## src/rtl/arb_pkg.sv

```systemverilog
// arb_pkg: state encoding and defaults shared by the data-memory arbiter
package arb_pkg;
  typedef enum logic [1:0] {
    ARB_IDLE = 2'b00,
    ARB_USR  = 2'b01,
    ARB_ACK  = 2'b10
  } arb_state_e;
  localparam int DEF_MAX_WAIT = 4;
  localparam int WAIT_W       = 4;
endpackage

```

## src/rtl/MUX21.sv

```systemverilog
// MUX21: two-input multiplexer, sel=1 picks d1
module MUX21 #(
  parameter int W = 1
) (
  input  logic [W-1:0] d0,
  input  logic [W-1:0] d1,
  input  logic         sel,
  output logic [W-1:0] y
);
  assign y = sel ? d1 : d0;
endmodule

```

## src/rtl/sat_counter.sv

```systemverilog
// sat_counter: up-counter that saturates at MAX, with priority clear
module sat_counter #(
  parameter int W   = 4,
  parameter int MAX = 4
) (
  input  logic         clk,
  input  logic         rst_n,
  input  logic         clr,
  input  logic         inc,
  output logic [W-1:0] cnt
);
  logic [W-1:0] cnt_q, cnt_d;
  always_comb begin
    cnt_d = clr ? '0 : (inc && cnt_q != W'(MAX)) ? cnt_q + 1'b1 : cnt_q;
  end
  always_ff @(posedge clk or negedge rst_n) begin
    if (!rst_n) cnt_q <= '0;
    else        cnt_q <= cnt_d;
  end
  assign cnt = cnt_q;
endmodule

```

## src/rtl/dmem_arbiter.sv

```systemverilog
// dmem_arbiter: shares the data memory between the CPU and a user port,
// stalling the CPU for the single cycle the user port owns the memory
module dmem_arbiter
  import arb_pkg::*;
#(
  parameter int ADDR_W   = 32,
  parameter int DATA_W   = 32,
  parameter int MAX_WAIT = DEF_MAX_WAIT
) (
  input  logic              clk,
  input  logic              rst_n,
  input  logic              cpu_req,
  input  logic              cpu_we,
  input  logic [ADDR_W-1:0] cpu_addr,
  input  logic [DATA_W-1:0] cpu_wdata,
  output logic [DATA_W-1:0] cpu_rdata,
  output logic              cpu_stall,
  input  logic              usr_req,
  input  logic              usr_we,
  input  logic [ADDR_W-1:0] usr_addr,
  input  logic [DATA_W-1:0] usr_wdata,
  output logic              usr_ack,
  output logic [DATA_W-1:0] usr_rdata,
  output logic              mem_we,
  output logic [ADDR_W-1:0] mem_addr,
  output logic [DATA_W-1:0] mem_wdata,
  input  logic [DATA_W-1:0] mem_rdata
);
  arb_state_e        state_q, state_d;
  logic              usr_ack_q, usr_ack_d;
  logic [DATA_W-1:0] usr_rdata_q, usr_rdata_d;
  logic [WAIT_W-1:0] wait_cnt;
  logic              grant, is_usr, cnt_clr, cnt_inc, cpu_mem_we;
  always_comb begin
    grant       = usr_req && (!cpu_req || wait_cnt == WAIT_W'(MAX_WAIT));
    is_usr      = state_q == ARB_USR;
    state_d     = is_usr ? ARB_ACK : (state_q == ARB_IDLE && grant) ? ARB_USR : ARB_IDLE;
    cnt_clr     = !usr_req || (state_q == ARB_IDLE && grant);
    cnt_inc     = state_q == ARB_IDLE && usr_req && cpu_req;
    cpu_mem_we  = cpu_req & cpu_we;
    usr_ack_d   = is_usr;
    usr_rdata_d = is_usr ? mem_rdata : usr_rdata_q;
  end
  always_ff @(posedge clk or negedge rst_n) begin
    if (!rst_n) begin
      state_q     <= ARB_IDLE;
      usr_ack_q   <= 1'b0;
      usr_rdata_q <= '0;
    end else begin
      state_q     <= state_d;
      usr_ack_q   <= usr_ack_d;
      usr_rdata_q <= usr_rdata_d;
    end
  end
  sat_counter #(.W(WAIT_W), .MAX(MAX_WAIT)) u_wait (
    .clk(clk), .rst_n(rst_n), .clr(cnt_clr), .inc(cnt_inc), .cnt(wait_cnt)
  );
  MUX21 #(.W(ADDR_W)) u_mux_addr (.d0(cpu_addr),   .d1(usr_addr),  .sel(is_usr), .y(mem_addr));
  MUX21 #(.W(DATA_W)) u_mux_wdat (.d0(cpu_wdata),  .d1(usr_wdata), .sel(is_usr), .y(mem_wdata));
  MUX21 #(.W(1))      u_mux_we   (.d0(cpu_mem_we), .d1(usr_we),    .sel(is_usr), .y(mem_we));
  assign cpu_stall = is_usr & cpu_req;
  assign cpu_rdata = mem_rdata;
  assign usr_ack   = usr_ack_q;
  assign usr_rdata = usr_rdata_q;
endmodule

```

## config.mk

```make
export PLATFORM = sky130hd
export DESIGN_NAME = dmem_arbiter
export DESIGN_NICKNAME = d
export VERILOG_FILES = /design/src/rtl/arb_pkg.sv /design/src/rtl/MUX21.sv /design/src/rtl/sat_counter.sv /design/src/rtl/dmem_arbiter.sv
export SDC_FILE = /design/constraint.sdc
export NUM_CORES = 1
export LEC_CHECK = 0
export BUFFER_PORTS_ARGS = -buffer_cell sky130_fd_sc_hd__buf_2
export CAP_MARGIN = 20
export CORE_AREA = 4 4 113 115
export CTS_CLUSTER_DIAMETER = 120
export DETAILED_ROUTE_END_ITERATION = 16
export DIE_AREA = 0 0 117 119
export MAX_ROUTING_LAYER = met4
export PLACE_DENSITY = 0.58
export SETUP_SLACK_MARGIN = 0.4
export SKIP_LAST_GASP = 1
export SLEW_MARGIN = 30
export SYNTH_ARGS = -nofsm -noshare
export SYNTH_HDL_FRONTEND = slang
export SYNTH_HIERARCHICAL = 1
export SYNTH_SLANG_ARGS = --single-unit
```

## constraint.sdc

```tcl
create_clock -name clk -period 2.6 [get_ports clk]
set_input_delay 0.52 -clock clk [delete_from_list [all_inputs] [get_ports clk]]
set_output_delay 0.52 -clock clk [all_outputs]
set_load 0.02 [all_outputs]
```

==> tab_implementation.tex, run 1 <==
\begin{tabular}{lr}
\hline
Metric & Value \\
\hline
\multicolumn{2}{l}{\textbf{Run status}} \\
Outcome & finished, final reports clean \\
\multicolumn{2}{l}{\textbf{Critical path}} \\
Required @ worst endpoint & roughly 2.1 ns \\
Delay contributed by the slowest stage of the critical path & around 0.4 ns \\
Critical Path Sink Type & output port \\
Crit Path Category & reg2out \\
Worst reg2reg startpoint & u\_wait/cnt[1]\$\_DFFE\_PN0P\_ \\
Cells traversed along the worst timing path & nand2b\_4 -> inv\_8 -> buf\_12 -> mux2\_4 -> buf\_2 \\
Crit path arrival time & 1.63 ns \\
Worst path slowest cell & sky130\_fd\_sc\_hd\_\_dfrtp\_2 \\
Critical path launch point type & flip-flop \\
R2R Path End & u\_wait/cnt[0]\$\_DFFE\_PN0P\_ \\
R2R Setup Slk & approximately 0.7 ns \\
Cells on worst reg2reg path & 4 \\
Worst Path Max Fanout & 15 \\
\multicolumn{2}{l}{\textbf{Global routing}} \\
Leftover overflow at the end of global routing & 0 \\
Initial antenna violation count & 7 \\
Met1 global-route usage & 0.149 \\
Top Usage Layer GRT & met2 \\
Pin count of the biggest net entering global routing & 39 \\
GRT Resource Usage Total & 0.142 \\
Number of global-route vias before repair & between 2000 and 3000 \\
First-pass GRT wire length & approximately 15000 um \\
Global-route track usage on met3 & 0.0310 \\
Fraction of met2 tracks used by global routing & 0.252 \\
\multicolumn{2}{l}{\textbf{Placement}} \\
Instance area after placement & 4250 um2 \\
Number of cells in the design after placement & approximately 620 \\
Sum of net half-perimeters after detailed placement & approximately 9000 um \\
Routability congestion estimate from global placement & 0.854 \\
Number of port buffers & just under 300 \\
\multicolumn{2}{l}{\textbf{Die}} \\
Core ar. & between 10000 and 15000 um2 \\
Number of ports placed on the die boundary & about 300 \\
Row count & 40 \\
Die H & around 120 um \\
Starting density of the core & 0.246 \\
Die Wd & $\sim$120 um \\
Die outline area & around 14000 um2 \\
\multicolumn{2}{l}{\textbf{Clock network}} \\
Worst-Skew Late Latency & about 0.28 ns \\
Clock tree root driver cell & sky130\_fd\_sc\_hd\_\_clkbuf\_16 \\
Maximum root-to-sink buffer count & 2 \\
Num Clock Sinks & 38 \\
Clock-pin transition on the worst setup and hold timing paths & 0.06 ns \\
Number of clock buffers inserted by TritonCTS & 5 \\
CTS tree & built \\
Total of hold buffers inserted after clock tree synthesis & 0 \\
Level count of the clock H-tree & 2 \\
\multicolumn{2}{l}{\textbf{Yosys}} \\
Largest cells by area after synthesis & sky130\_fd\_sc\_hd\_\_dfrtp\_1, sky130\_fd\_sc\_hd\_\_mux2\_4, sky130\_fd\_sc\_hd\_\_mux2\_2 \\
Synthesized netlist net count & approximately 380 \\
Number of enable-type register cells in the synthesized netlist & 0 \\
Most common flop cell mapped by yosys & sky130\_fd\_sc\_hd\_\_dfrtp\_1 \\
Portion of synthesized cell area occupied by the leading cell type & 0.327 \\
Asr flop ratio synth & 1.00 \\
Top cells by count, synth & sky130\_fd\_sc\_hd\_\_mux2\_4, sky130\_fd\_sc\_hd\_\_dfrtp\_1, sky130\_fd\_sc\_hd\_\_buf\_4 \\
Register area share after synthesis & 0.327 \\
Leading cell type by number of instances after synthesis & sky130\_fd\_sc\_hd\_\_mux2\_4 \\
Library cell with the largest summed area after synthesis & sky130\_fd\_sc\_hd\_\_dfrtp\_1 \\
Count of mapped cells out of synthesis & roughly 210 \\
Number of warnings issued by yosys & 6 \\
FF+latch count, synth & 38 \\
Number of distinct library cells after synthesis & 27 \\
Total standard cell area after synthesis & approximately 2900 um2 \\
Synth Area per Inst & $\sim$14 um2 \\
\multicolumn{2}{l}{\textbf{Pwr}} \\
Static leakage & 2.45 nW \\
Power density over cell area & between 500 and 600 nW/um2 \\
Sum of internal, switching and leakage power & between 2 and 3 mW \\
Max IR drop VDD & 0.385 mV \\
\multicolumn{2}{l}{\textbf{Min path}} \\
Path category of the worst min-delay check & in2async \\
\multicolumn{2}{l}{\textbf{Timing}} \\
Slew at the pin with the worst max-slew slack & 0.536 ns \\
Post-Route Setup TNS & 0 ns \\
Fin crit share & 0.826 \\
Max-slew headroom & 0.638 \\
Max-slew violation count & 0 \\
RSZ-0062 raised after global routing & true \\
Total of endpoints with negative setup slack in the final report & 0 \\
Period minus WS final & between 2 and 2.5 ns \\
Top achievable clock speed & 466 MHz \\
Hold violation count in the final report & 0 \\
Clock Skew & between 0.003 and 0.004 ns \\
\multicolumn{2}{l}{\textbf{Route}} \\
Count of routing violations after the opening detailed-route iteration & 55 \\
Iteration count of the initial detailed-routing pass & 4 \\
Vias per inst & 4.13 \\
Remaining DRCs & 0 \\
Drt total wl & between 10000 and 15000 um \\
Via count & about 2600 \\
Detailed-route wire length per cell & 16.6 um \\
Antenna Violating Nets Remaining & 0 \\
\multicolumn{2}{l}{\textbf{Job}} \\
Max\_cap viols & 0 \\
\multicolumn{2}{l}{\textbf{Cells and area}} \\
Fraction of layout instances using a drive strength above 1 & 0.869 \\
Nets & approximately 650 \\
Area growth syn-to-layout & 54.0\% \\
Fillcell total & 1172 \\
Post-route standard cell area excluding fillers & between 4000 and 5000 um2 \\
Post-layout instance count excluding filler cells & between 600 and 700 \\
\hline
\end{tabular}
[layout make-up]
cell class	instances	area, um2	share of cell area
flip-flops and latches	38	953	0.213
repair buffers	307	1580	0.354
diodes	7	17.5	0.00391
clock buffers	5	125	0.0279
clock inverters	3	40.0	0.00894
well taps	147	184	0.0411
repair inverters	2	12.5	0.00279
inverters	5	26.3	0.00587
multi-input cells	122	1540	0.343
[how the worst max path moves through the flow]
stage	start	endpoint	slack, ns	depth (start not counted)
final	state_q[1]$_DFF_PN0_	mem_addr[1]	0.45	5
after global placement	state_q[1]$_DFF_PN0_	mem_wdata[19]	0.46	5
after CTS	state_q[0]$_DFF_PN0_	mem_addr[4]	0.41	5
after floorplan	state_q[1]$_DFF_PN0_	mem_addr[0]	0.44	7
after global routing	state_q[1]$_DFF_PN0_	mem_addr[26]	0.39	5
after detailed placement	state_q[1]$_DFF_PN0_	mem_wdata[17]	0.42	5
[metrics by stage]
step | hold WS [ns] | setup slack (ns) | util
finish | 0.212 | 0.452 | 0.379
global route | 0.258 | 0.392 | 0.379
CTS | 0.386 | 0.411 | 0.377
detailed placement | 0.480 | 0.420 | 0.360
global placement | 0.474 | 0.464 | 0.360
floorplan | 0.224 | 0.441 | -
[critical path, delay by kind of cell, from the launching register on]
family                 cells  cell delay [ns]
flip-flops                 1             0.40
buffers and inverters      3             0.43
AND/OR/NAND/NOR            1             0.20
multiplexers               1             0.31
[layout by cell type, fill, tap and decap left out, types with 4 or more instances in the layout]
master,instances
sky130_fd_sc_hd__diode_2,7
sky130_fd_sc_hd__inv_1,4
sky130_fd_sc_hd__buf_4,10
sky130_fd_sc_hd__mux2_2,33
sky130_fd_sc_hd__buf_2,295
sky130_fd_sc_hd__mux2_1,4
sky130_fd_sc_hd__clkbuf_16,5
sky130_fd_sc_hd__mux2_4,61
sky130_fd_sc_hd__dfrtp_1,36
[flip-flops by register name, summed over array words and instances, names as in the netlist]
signal	flops
state_q	2
u_wait/cnt	4
usr_rdata	32
[kinds of logic after synthesis]
logic type	count (synthesis)	share of synthesized area
compound gates	6	0.0224
mux	99	0.462
buf+inv	49	0.148
flops	38	0.327
fa+ha+maj	2	0.00860
simple gates	15	0.0327
[report_power, final]
part           internal [mW]  total (mW)  switching [mW]  leakage, nW
sequential             0.716       0.775          0.0597        0.452
clock                  0.449       0.677           0.228       0.0836
combinational          0.488        1.05           0.564         1.91
[routing by layer]
layer | share of wire | vias to the layer above
met4 | 0.028 | 0
met1 | 0.36 | 1194
met5 | 0 | -
met3 | 0.092 | 17
met2 | 0.52 | 165
li1 | - | 1252
[what timing repair did]
action | in CTS | in global routing
endpoints found under the hold margin | 0 | 0
buffers inserted | 2 | 0
setup endpoints to repair | 65 | 57
gates resized for setup | 4 | 1
pin swaps | 0 | 0
gates cloned | 2 | 0
No activity file was read; power rests on OpenSTA's default activity.
==> run 2, diff against run 1 <==
--- a/config.mk
+++ b/config.mk
@@ -7,12 +7,12 @@
 export LEC_CHECK = 0
 export BUFFER_PORTS_ARGS = -buffer_cell sky130_fd_sc_hd__buf_2
 export CAP_MARGIN = 20
-export CORE_AREA = 4 4 113 115
+export CORE_AREA = 4 4 114 116
 export CTS_CLUSTER_DIAMETER = 120
 export DETAILED_ROUTE_END_ITERATION = 16
-export DIE_AREA = 0 0 117 119
+export DIE_AREA = 0 0 118 120
 export MAX_ROUTING_LAYER = met4
-export PLACE_DENSITY = 0.58
+export PLACE_DENSITY = 0.59
 export SETUP_SLACK_MARGIN = 0.4
 export SKIP_LAST_GASP = 1
 export SLEW_MARGIN = 30
==> constraint.sdc (replaced) <==
create_clock -name clk -period 1.8 [get_ports clk]
set_input_delay 0.36 -clock clk [delete_from_list [all_inputs] [get_ports clk]]
set_output_delay 0.36 -clock clk [all_outputs]
set_load 0.02 [all_outputs]
==> tab_implementation.tex, run 2 (synthesis gave the netlist of run 1 again) <==
\begin{tabular}{lr}
\hline
Metric & Value \\
\hline
\multicolumn{2}{l}{\textbf{Clock network}} \\
Maximum root-to-sink buffer count & 2 (unchanged) \\
Level count of the clock H-tree & 2 (unchanged) \\
Num Clock Sinks & 38 (unchanged) \\
Clock tree root driver cell & sky130\_fd\_sc\_hd\_\_clkbuf\_16 \\
Worst-Skew Late Latency & 0.28 ns (about the same) \\
CTS tree & built \\
Number of clock buffers inserted by TritonCTS & 5 (unchanged) \\
Total of hold buffers inserted after clock tree synthesis & 0 (unchanged) \\
Clock-pin transition on the worst setup and hold timing paths & 0.06 ns (about the same) \\
\multicolumn{2}{l}{\textbf{Placement}} \\
Dpl ws & 0.0250 ns (-0.395 ns) \\
Number of cells in the design after placement & 624 (+1.1\%) \\
Routability congestion estimate from global placement & 0.859 (+0.53\%) \\
Instance area after placement & 4350 um2 (+2.4\%) \\
Sum of net half-perimeters after detailed placement & 9150 um (+1.8\%) \\
Number of port buffers & 296 (unchanged) \\
\multicolumn{2}{l}{\textbf{Cells and area}} \\
Post-layout instance count excluding filler cells & 652 (+2.5\%) \\
Most common cell after layout, fill and taps aside & sky130\_fd\_sc\_hd\_\_buf\_2 \\
Max reg flops & 32 (unchanged) \\
Area growth syn-to-layout & 68.2\% \\
Fraction of layout instances using a drive strength above 1 & 0.882 (+0.0127) \\
Commonest non-fill, non-tap cells in the layout & sky130\_fd\_sc\_hd\_\_buf\_2, sky130\_fd\_sc\_hd\_\_mux2\_4, sky130\_fd\_sc\_hd\_\_dfrtp\_1 \\
Post-route standard cell area excluding fillers & 4890 um2 (+9.2\%) \\
Nets & 667 (+2.8\%) \\
\multicolumn{2}{l}{\textbf{Route}} \\
Count of routing violations after the opening detailed-route iteration & 58 (+5.5\%) \\
Detailed-route wire length per cell & 16.6 um (about the same) \\
Iteration count of the initial detailed-routing pass & 4 (unchanged) \\
Vias per inst & 4.25 (+2.9\%) \\
Remaining DRCs & 0 (unchanged) \\
Via count & 2773 (+5.5\%) \\
Antenna Violating Nets Remaining & 0 (unchanged) \\
Drt total wl & 10800 um (+2.4\%) \\
\multicolumn{2}{l}{\textbf{Die}} \\
Starting density of the core & 0.244 (-0.00207) \\
Core ar. & 11900 um2 (+0.85\%) \\
Die Wd & 118 um (+0.85\%) \\
Row count & 40 (unchanged) \\
Die outline area & 14200 um2 (+1.7\%) \\
Number of ports placed on the die boundary & 297 (unchanged) \\
Die H & 120 um (+0.84\%) \\
\multicolumn{2}{l}{\textbf{Timing}} \\
Post-Route Setup TNS & -9.05 ns (-9.05 ns) \\
RSZ-0062 raised after global routing & true \\
Period minus WS final & between 1.5 and 2 ns \\
Slew at the pin with the worst max-slew slack & 0.474 ns (-0.0622 ns) \\
Clock Skew & 0.00407 ns (+0.000239 ns) \\
Max-slew headroom & 0.684 (+0.0465) \\
Fin crit share & 1.11 \\
Top achievable clock speed & between 500 and 600 MHz \\
Total of endpoints with negative setup slack in the final report & 66 (+66) \\
Hold violation count in the final report & 0 (unchanged) \\
Max-slew violation count & 0 (unchanged) \\
Setup slack of the critical path after layout & -0.197 ns (-0.649 ns) \\
\multicolumn{2}{l}{\textbf{Global routing}} \\
GRT Resource Usage Total & 0.147 (+0.00520) \\
Number of global-route vias before repair & 2934 (+6.0\%) \\
Initial antenna violation count & 5 (-2) \\
Leftover overflow at the end of global routing & 0 (unchanged) \\
Pin count of the biggest net entering global routing & 33 (-15\%) \\
First-pass GRT wire length & 16200 um (+10\%) \\
\multicolumn{2}{l}{\textbf{Pwr}} \\
Power share of the clock group & 0.293 (+0.023) \\
Max IR drop VDD & 0.513 mV (+33\%) \\
Cell-internal power & 2.63 mW (+59\%) \\
Power density over cell area & 800 nW/um2 (+43\%) \\
Part of the total power dissipated in combinational logic & 0.422 (+0.002) \\
Static leakage & 2.63 nW (+7.4\%) \\
Sum of internal, switching and leakage power & 3.91 mW (+56\%) \\
Part of the total power dissipated in sequential elements & 0.286 (-0.024) \\
Switching Share & 0.328 (-0.0121) \\
Switching component of the power & 1.28 mW (+51\%) \\
\multicolumn{2}{l}{\textbf{Critical path}} \\
Crit Path Category & reg2out \\
Worst Path Max Fanout & 7 (-8) \\
Critical path launch point type & flip-flop \\
Critical Path Sink Type & output port \\
Crit path arrival time & 1.64 ns (about the same) \\
Required @ worst endpoint & 1.44 ns (-0.64 ns) \\
\multicolumn{2}{l}{\textbf{Run status}} \\
Outcome & finished, violations left \\
Violations in the final reports & negative setup slack \\
\multicolumn{2}{l}{\textbf{Min path}} \\
Path category of the worst min-delay check & in2async \\
\multicolumn{2}{l}{\textbf{Job}} \\
Max\_cap viols & 0 (unchanged) \\
\hline
\end{tabular}
## run 2: metrics by stage
stage          utilization  hold WS, ns
3_5_place_dp         0.365        0.345
4_1_cts              0.403       0.0448
2_1_floorplan            -       0.0644
6_report             0.411       0.0295
5_1_grt              0.411       0.0664
3_3_place_gp         0.365        0.347
## run 2: routing by layer
layer / part of all wire / global-route usage / vias up
met5: 0 / - / -
met4: 0.016 / 0.0454 / 0
met3: 0.084 / 0.0448 / 14
met2: 0.53 / 0.262 / 168
met1: 0.37 / 0.158 / 1297
li1: - / - / 1294
## run 2: area by class of cell
class                   count  area, um2
diodes                      5       12.5
clock buffers               5        125
well taps                 147        184
fillers                  1162       7020
repair inverters            1       6.26
repair buffers            326       1920
clock inverters             3       68.8
inverters                   5       31.3
flip-flops and latches     38        952
multi-input cells         122       1590
## run 2: repair_timing
action                                  in CTS  in global routing
hold endpoints to repair                     0                  0
resized for setup                           39                 14
endpoints found under the setup margin     102                104
pin swaps                                    3                  4
gates cloned                                 3                  0
buffers inserted                             9                  3
## run 2: critical path, cell delays in order, from the launching register on
cell                       delay, ns
sky130_fd_sc_hd__dfrtp_1        0.41
sky130_fd_sc_hd__nand2b_4       0.14
sky130_fd_sc_hd__clkinv_8       0.11
sky130_fd_sc_hd__buf_8          0.14
sky130_fd_sc_hd__buf_16         0.13
sky130_fd_sc_hd__mux2_4         0.30
sky130_fd_sc_hd__buf_6          0.13
## run 2: worst paths after layout
| path | start | endpoint | slack (ns) | cells past startpoint |
|---|---|---|---|---|
| max | state_q[0]$_DFF_PN0_ | mem_addr[12] | -0.20 | 6 |
| min | rst_n | usr_rdata[28]$_DFFE_PN0N_ | 0.03 | 1 |
| max reg2reg | state_q[0]$_DFF_PN0_ | u_wait/cnt[3]$_DFFE_PN0P_ | 0.10 | 7 |
| min reg2reg | usr_rdata[14]$_DFFE_PN0N_ | usr_rdata[14]$_DFFE_PN0N_ | 0.49 | 1 |
| max in group asynchronous | rst_n | u_wait/cnt[2]$_DFFE_PN0P_ | 1.30 | 2 |
| min in group clk | mem_rdata[20] | usr_rdata[20]$_DFFE_PN0N_ | 0.31 | 2 |
## run 2: power groups by stage
stage / registers, mW / logic (mW) / clock network (mW)
final: 1.12 / 1.65 / 1.14
after detailed placement: 1.13 / 1.56 / 0
after floorplan: 1.36 / 0.781 / 0
after global routing: 1.14 / 1.75 / 1.22
after global placement: 1.13 / 1.54 / 0
after CTS: 1.12 / 1.65 / 1.18
==> run 3, diff against run 2 <==
--- a/config.mk
+++ b/config.mk
@@ -12,11 +12,10 @@
 export DETAILED_ROUTE_END_ITERATION = 16
 export DIE_AREA = 0 0 118 120
 export MAX_ROUTING_LAYER = met4
-export PLACE_DENSITY = 0.59
+export PLACE_DENSITY = 0.6
 export SETUP_SLACK_MARGIN = 0.4
 export SKIP_LAST_GASP = 1
 export SLEW_MARGIN = 30
 export SYNTH_ARGS = -nofsm -noshare
 export SYNTH_HDL_FRONTEND = slang
-export SYNTH_HIERARCHICAL = 1
 export SYNTH_SLANG_ARGS = --single-unit
==> tab_implementation.tex, run 3 <==
\begin{tabular}{lr}
\hline
Metric & Value \\
\hline
\multicolumn{2}{l}{\textbf{Pwr}} \\
Cell-internal power & 2.82 mW (+7.4\%) \\
Part of the total power dissipated in sequential elements & 0.274 (-0.012) \\
Max IR drop VDD & 0.393 mV (-23\%) \\
Sum of internal, switching and leakage power & 4.16 mW (+6.5\%) \\
Switching component of the power & 1.34 mW (+4.5\%) \\
Power density over cell area & 811 nW/um2 (+1.5\%) \\
Power share of the clock group & 0.275 (-0.018) \\
Switching Share & 0.322 (-0.00605) \\
Part of the total power dissipated in combinational logic & 0.451 (+0.029) \\
Static leakage & 2.78 nW (+5.9\%) \\
\multicolumn{2}{l}{\textbf{Cells and area}} \\
Nets & 660 (-1.0\%) \\
Register area & 952 um2 (unchanged) \\
Post-route standard cell area excluding fillers & 5130 um2 (+4.9\%) \\
Most common cell after layout, fill and taps aside & sky130\_fd\_sc\_hd\_\_buf\_2 \\
Fraction of layout instances using a drive strength above 1 & 0.866 (-0.0159) \\
Area growth syn-to-layout & 68.5\% \\
Fillcell total & 1090 (-6.2\%) \\
Commonest non-fill, non-tap cells in the layout & sky130\_fd\_sc\_hd\_\_buf\_2, sky130\_fd\_sc\_hd\_\_mux2\_4, sky130\_fd\_sc\_hd\_\_buf\_6 \\
Number of antenna cells inserted & 0 (-5) \\
Max reg flops & 32 (unchanged) \\
Area of the multi-input gates & 1630 um2 (+2.4\%) \\
\multicolumn{2}{l}{\textbf{Clock network}} \\
Total of hold buffers inserted after clock tree synthesis & 0 (unchanged) \\
Number of clock buffers inserted by TritonCTS & 5 (unchanged) \\
Level count of the clock H-tree & 2 (unchanged) \\
Clock tree root driver cell & sky130\_fd\_sc\_hd\_\_clkbuf\_16 \\
Clock-pin transition on the worst setup and hold timing paths & 0.06 ns (about the same) \\
Maximum root-to-sink buffer count & 2 (unchanged) \\
CTS tree & built \\
Num Clock Sinks & 38 (unchanged) \\
Worst-Skew Late Latency & 0.28 ns (about the same) \\
\multicolumn{2}{l}{\textbf{Global routing}} \\
GRT Resource Usage Total & 0.132 (-0.0149) \\
Pin count of the biggest net entering global routing & 39 (+18\%) \\
Leftover overflow at the end of global routing & 0 (unchanged) \\
First-pass GRT wire length & 15000 um (-7.6\%) \\
Initial antenna violation count & 0 (-5) \\
Number of global-route vias before repair & 2835 (-3.4\%) \\
\multicolumn{2}{l}{\textbf{Route}} \\
Met1 Wirelength & 4330 um (+8.8\%) \\
Count of routing violations after the opening detailed-route iteration & 100 (+72\%) \\
Remaining DRCs & 0 (unchanged) \\
Via count & 2708 (-2.3\%) \\
Antenna Violating Nets Remaining & 0 (unchanged) \\
Vias per inst & 4.23 (-0.51\%) \\
Iteration count of the initial detailed-routing pass & 4 (unchanged) \\
Drt total wl & 11000 um (+2.0\%) \\
Routed met3 length & 739 um (-19\%) \\
Top layer in use & met4 \\
Detailed-route wire length per cell & 17.2 um (+3.9\%) \\
Met2 WL & 5870 um (+2.3\%) \\
\multicolumn{2}{l}{\textbf{Yosys}} \\
Most common flop cell mapped by yosys & sky130\_fd\_sc\_hd\_\_dfrtp\_1 \\
Number of warnings issued by yosys & 0 (-6) \\
Top cells by count, synth & sky130\_fd\_sc\_hd\_\_mux2\_4, sky130\_fd\_sc\_hd\_\_dfrtp\_1, sky130\_fd\_sc\_hd\_\_buf\_4 \\
Asr flop ratio synth & 1.00 (unchanged) \\
Number of distinct library cells after synthesis & 22 (-19\%) \\
Total standard cell area after synthesis & 3050 um2 (+4.7\%) \\
FF+latch count, synth & 38 (unchanged) \\
Largest cells by area after synthesis & sky130\_fd\_sc\_hd\_\_mux2\_4, sky130\_fd\_sc\_hd\_\_dfrtp\_1, sky130\_fd\_sc\_hd\_\_buf\_4 \\
Portion of synthesized cell area occupied by the leading cell type & 0.473 (+0.146) \\
Library cell with the largest summed area after synthesis & sky130\_fd\_sc\_hd\_\_mux2\_4 \\
Synth Area per Inst & 14.6 um2 (+5.2\%) \\
Number of enable-type register cells in the synthesized netlist & 0 (unchanged) \\
Register area share after synthesis & 0.312 (-0.0148) \\
Count of mapped cells out of synthesis & 208 (-0.48\%) \\
Leading cell type by number of instances after synthesis & sky130\_fd\_sc\_hd\_\_mux2\_4 \\
Synthesized netlist net count & 376 (-0.27\%) \\
\multicolumn{2}{l}{\textbf{Critical path}} \\
Crit Path Category & reg2out \\
Required @ worst endpoint & 1.44 ns (about the same) \\
Worst Path Max Fanout & 8 (+1) \\
Crit path arrival time & 1.65 ns (about the same) \\
Critical Path Sink Type & output port \\
Critical path launch point type & flip-flop \\
Delay contributed by the slowest stage of the critical path & 0.42 ns (about the same) \\
Cells traversed along the worst timing path & nor2b\_4 -> buf\_12 -> clkbuf\_16 -> mux2\_4 -> buf\_6 \\
Buffers and inverters on the worst path & 3 (-1) \\
Worst path slowest cell & sky130\_fd\_sc\_hd\_\_dfrtp\_2 \\
Dominant delay contributor by cell family on the critical path & buffers and inverters \\
\multicolumn{2}{l}{\textbf{Timing}} \\
Max-slew headroom & 0.674 (-0.0104) \\
Hold violation count in the final report & 0 (unchanged) \\
Fin crit share & 1.12 (+0.00620) \\
Period minus WS final & 2.01 ns (+0.0112 ns) \\
Total of endpoints with negative setup slack in the final report & 66 (unchanged) \\
Worst-case hold slack & 0.136 ns (+0.107 ns) \\
RSZ-0062 raised after global routing & true \\
Setup slack of the critical path after layout & -0.208 ns (-0.0112 ns) \\
Max-slew violation count & 0 (unchanged) \\
Top achievable clock speed & 498 MHz (-0.56\%) \\
Clock Skew & 0.00675 ns (+0.00268 ns) \\
Slew at the pin with the worst max-slew slack & 0.489 ns (+0.0156 ns) \\
\multicolumn{2}{l}{\textbf{Job}} \\
Max\_cap viols & 0 (unchanged) \\
\multicolumn{2}{l}{\textbf{Placement}} \\
Routability congestion estimate from global placement & 0.881 (+2.6\%) \\
Sum of net half-perimeters after detailed placement & 8280 um (-9.4\%) \\
Instance area after placement & 4330 um2 (-0.43\%) \\
Number of port buffers & 296 (unchanged) \\
\multicolumn{2}{l}{\textbf{Die}} \\
Starting density of the core & 0.256 (+0.0116) \\
Die outline area & 14200 um2 (unchanged) \\
Die Wd & 118 um (unchanged) \\
Core ar. & 11900 um2 (unchanged) \\
Die H & 120 um (unchanged) \\
Number of ports placed on the die boundary & 297 (unchanged) \\
Row count & 40 (unchanged) \\
\multicolumn{2}{l}{\textbf{Min path}} \\
Path category of the worst min-delay check & in2async \\
\multicolumn{2}{l}{\textbf{Run status}} \\
Violations in the final reports & negative setup slack \\
Outcome & finished, violations left \\
\hline
\end{tabular}
==> run 3: cells by family after synthesis <==
family	Yosys count	synth area share
mux	96	0.473
buf+inv	45	0.154
flops	38	0.312
simple gates	18	0.0337
compound gates	9	0.0189
fa+ha+maj	2	0.00822
==> run 3: per-layer routing <==
layer | global-route usage | vias to the layer above
li1 | - | 1274
met1 | 0.150 | 1289
met2 | 0.234 | 137
met3 | 0.0410 | 8
met4 | 0.0227 | 0
met5 | - | -
==> run 3: path summary, 6_finish.rpt <==
path / from / endpoint / slack, ns / cells past startpoint
worst max-delay path: state_q[1]$_DFF_PN0_ / mem_wdata[26] / -0.21 / 5
worst min register to register: usr_rdata[18]$_DFFE_PN0P_ / usr_rdata[18]$_DFFE_PN0P_ / 0.51 / 1
min in group clk: mem_rdata[20] / usr_rdata[20]$_DFFE_PN0P_ / 0.32 / 2
worst min-delay path: rst_n / usr_rdata[9]$_DFFE_PN0P_ / 0.14 / 2
worst max register to register: state_q[1]$_DFF_PN0_ / usr_rdata[3]$_DFFE_PN0P_ / 0.13 / 6
max in group asynchronous: rst_n / state_q[1]$_DFF_PN0_ / 1.29 / 2
==> run 3: metrics by stage <==
step	setup WS (ns)	utilization	TNS, ns	std cells
2_1_floorplan	0.185	-	0	208
6_report	-0.208	0.431	-11.71	640
5_1_grt	-0.267	0.431	-15.94	640
3_5_place_dp	0.0459	0.364	0	615
3_3_place_gp	0.0636	0.364	0	615
4_1_cts	-0.229	0.395	-13.74	630
==> run 3: cell type report <==
cell class	count	area share
flip-flops and latches	38	0.186
clock buffers	5	0.0244
multi-input cells	125	0.317
well taps	147	0.0358
clock inverters	3	0.0134
inverters	2	0.00146
repair buffers	320	0.422
==> run 3: timing repair <==
item | CTS | global route
endpoints found under the setup margin | 96 | 97
cloned | 3 | 7
gates resized for setup | 12 | 84
setup buffers | 4 | 3
==> run 3: power groups by stage <==
stage / logic [mW] / registers (mW) / clock network [mW]
floorplan: 0.912 / 1.37 / 0
finish: 1.88 / 1.14 / 1.14
global placement: 1.64 / 1.15 / 0
detailed placement: 1.66 / 1.15 / 0
CTS: 1.73 / 1.14 / 1.18
global route: 1.98 / 1.17 / 1.21
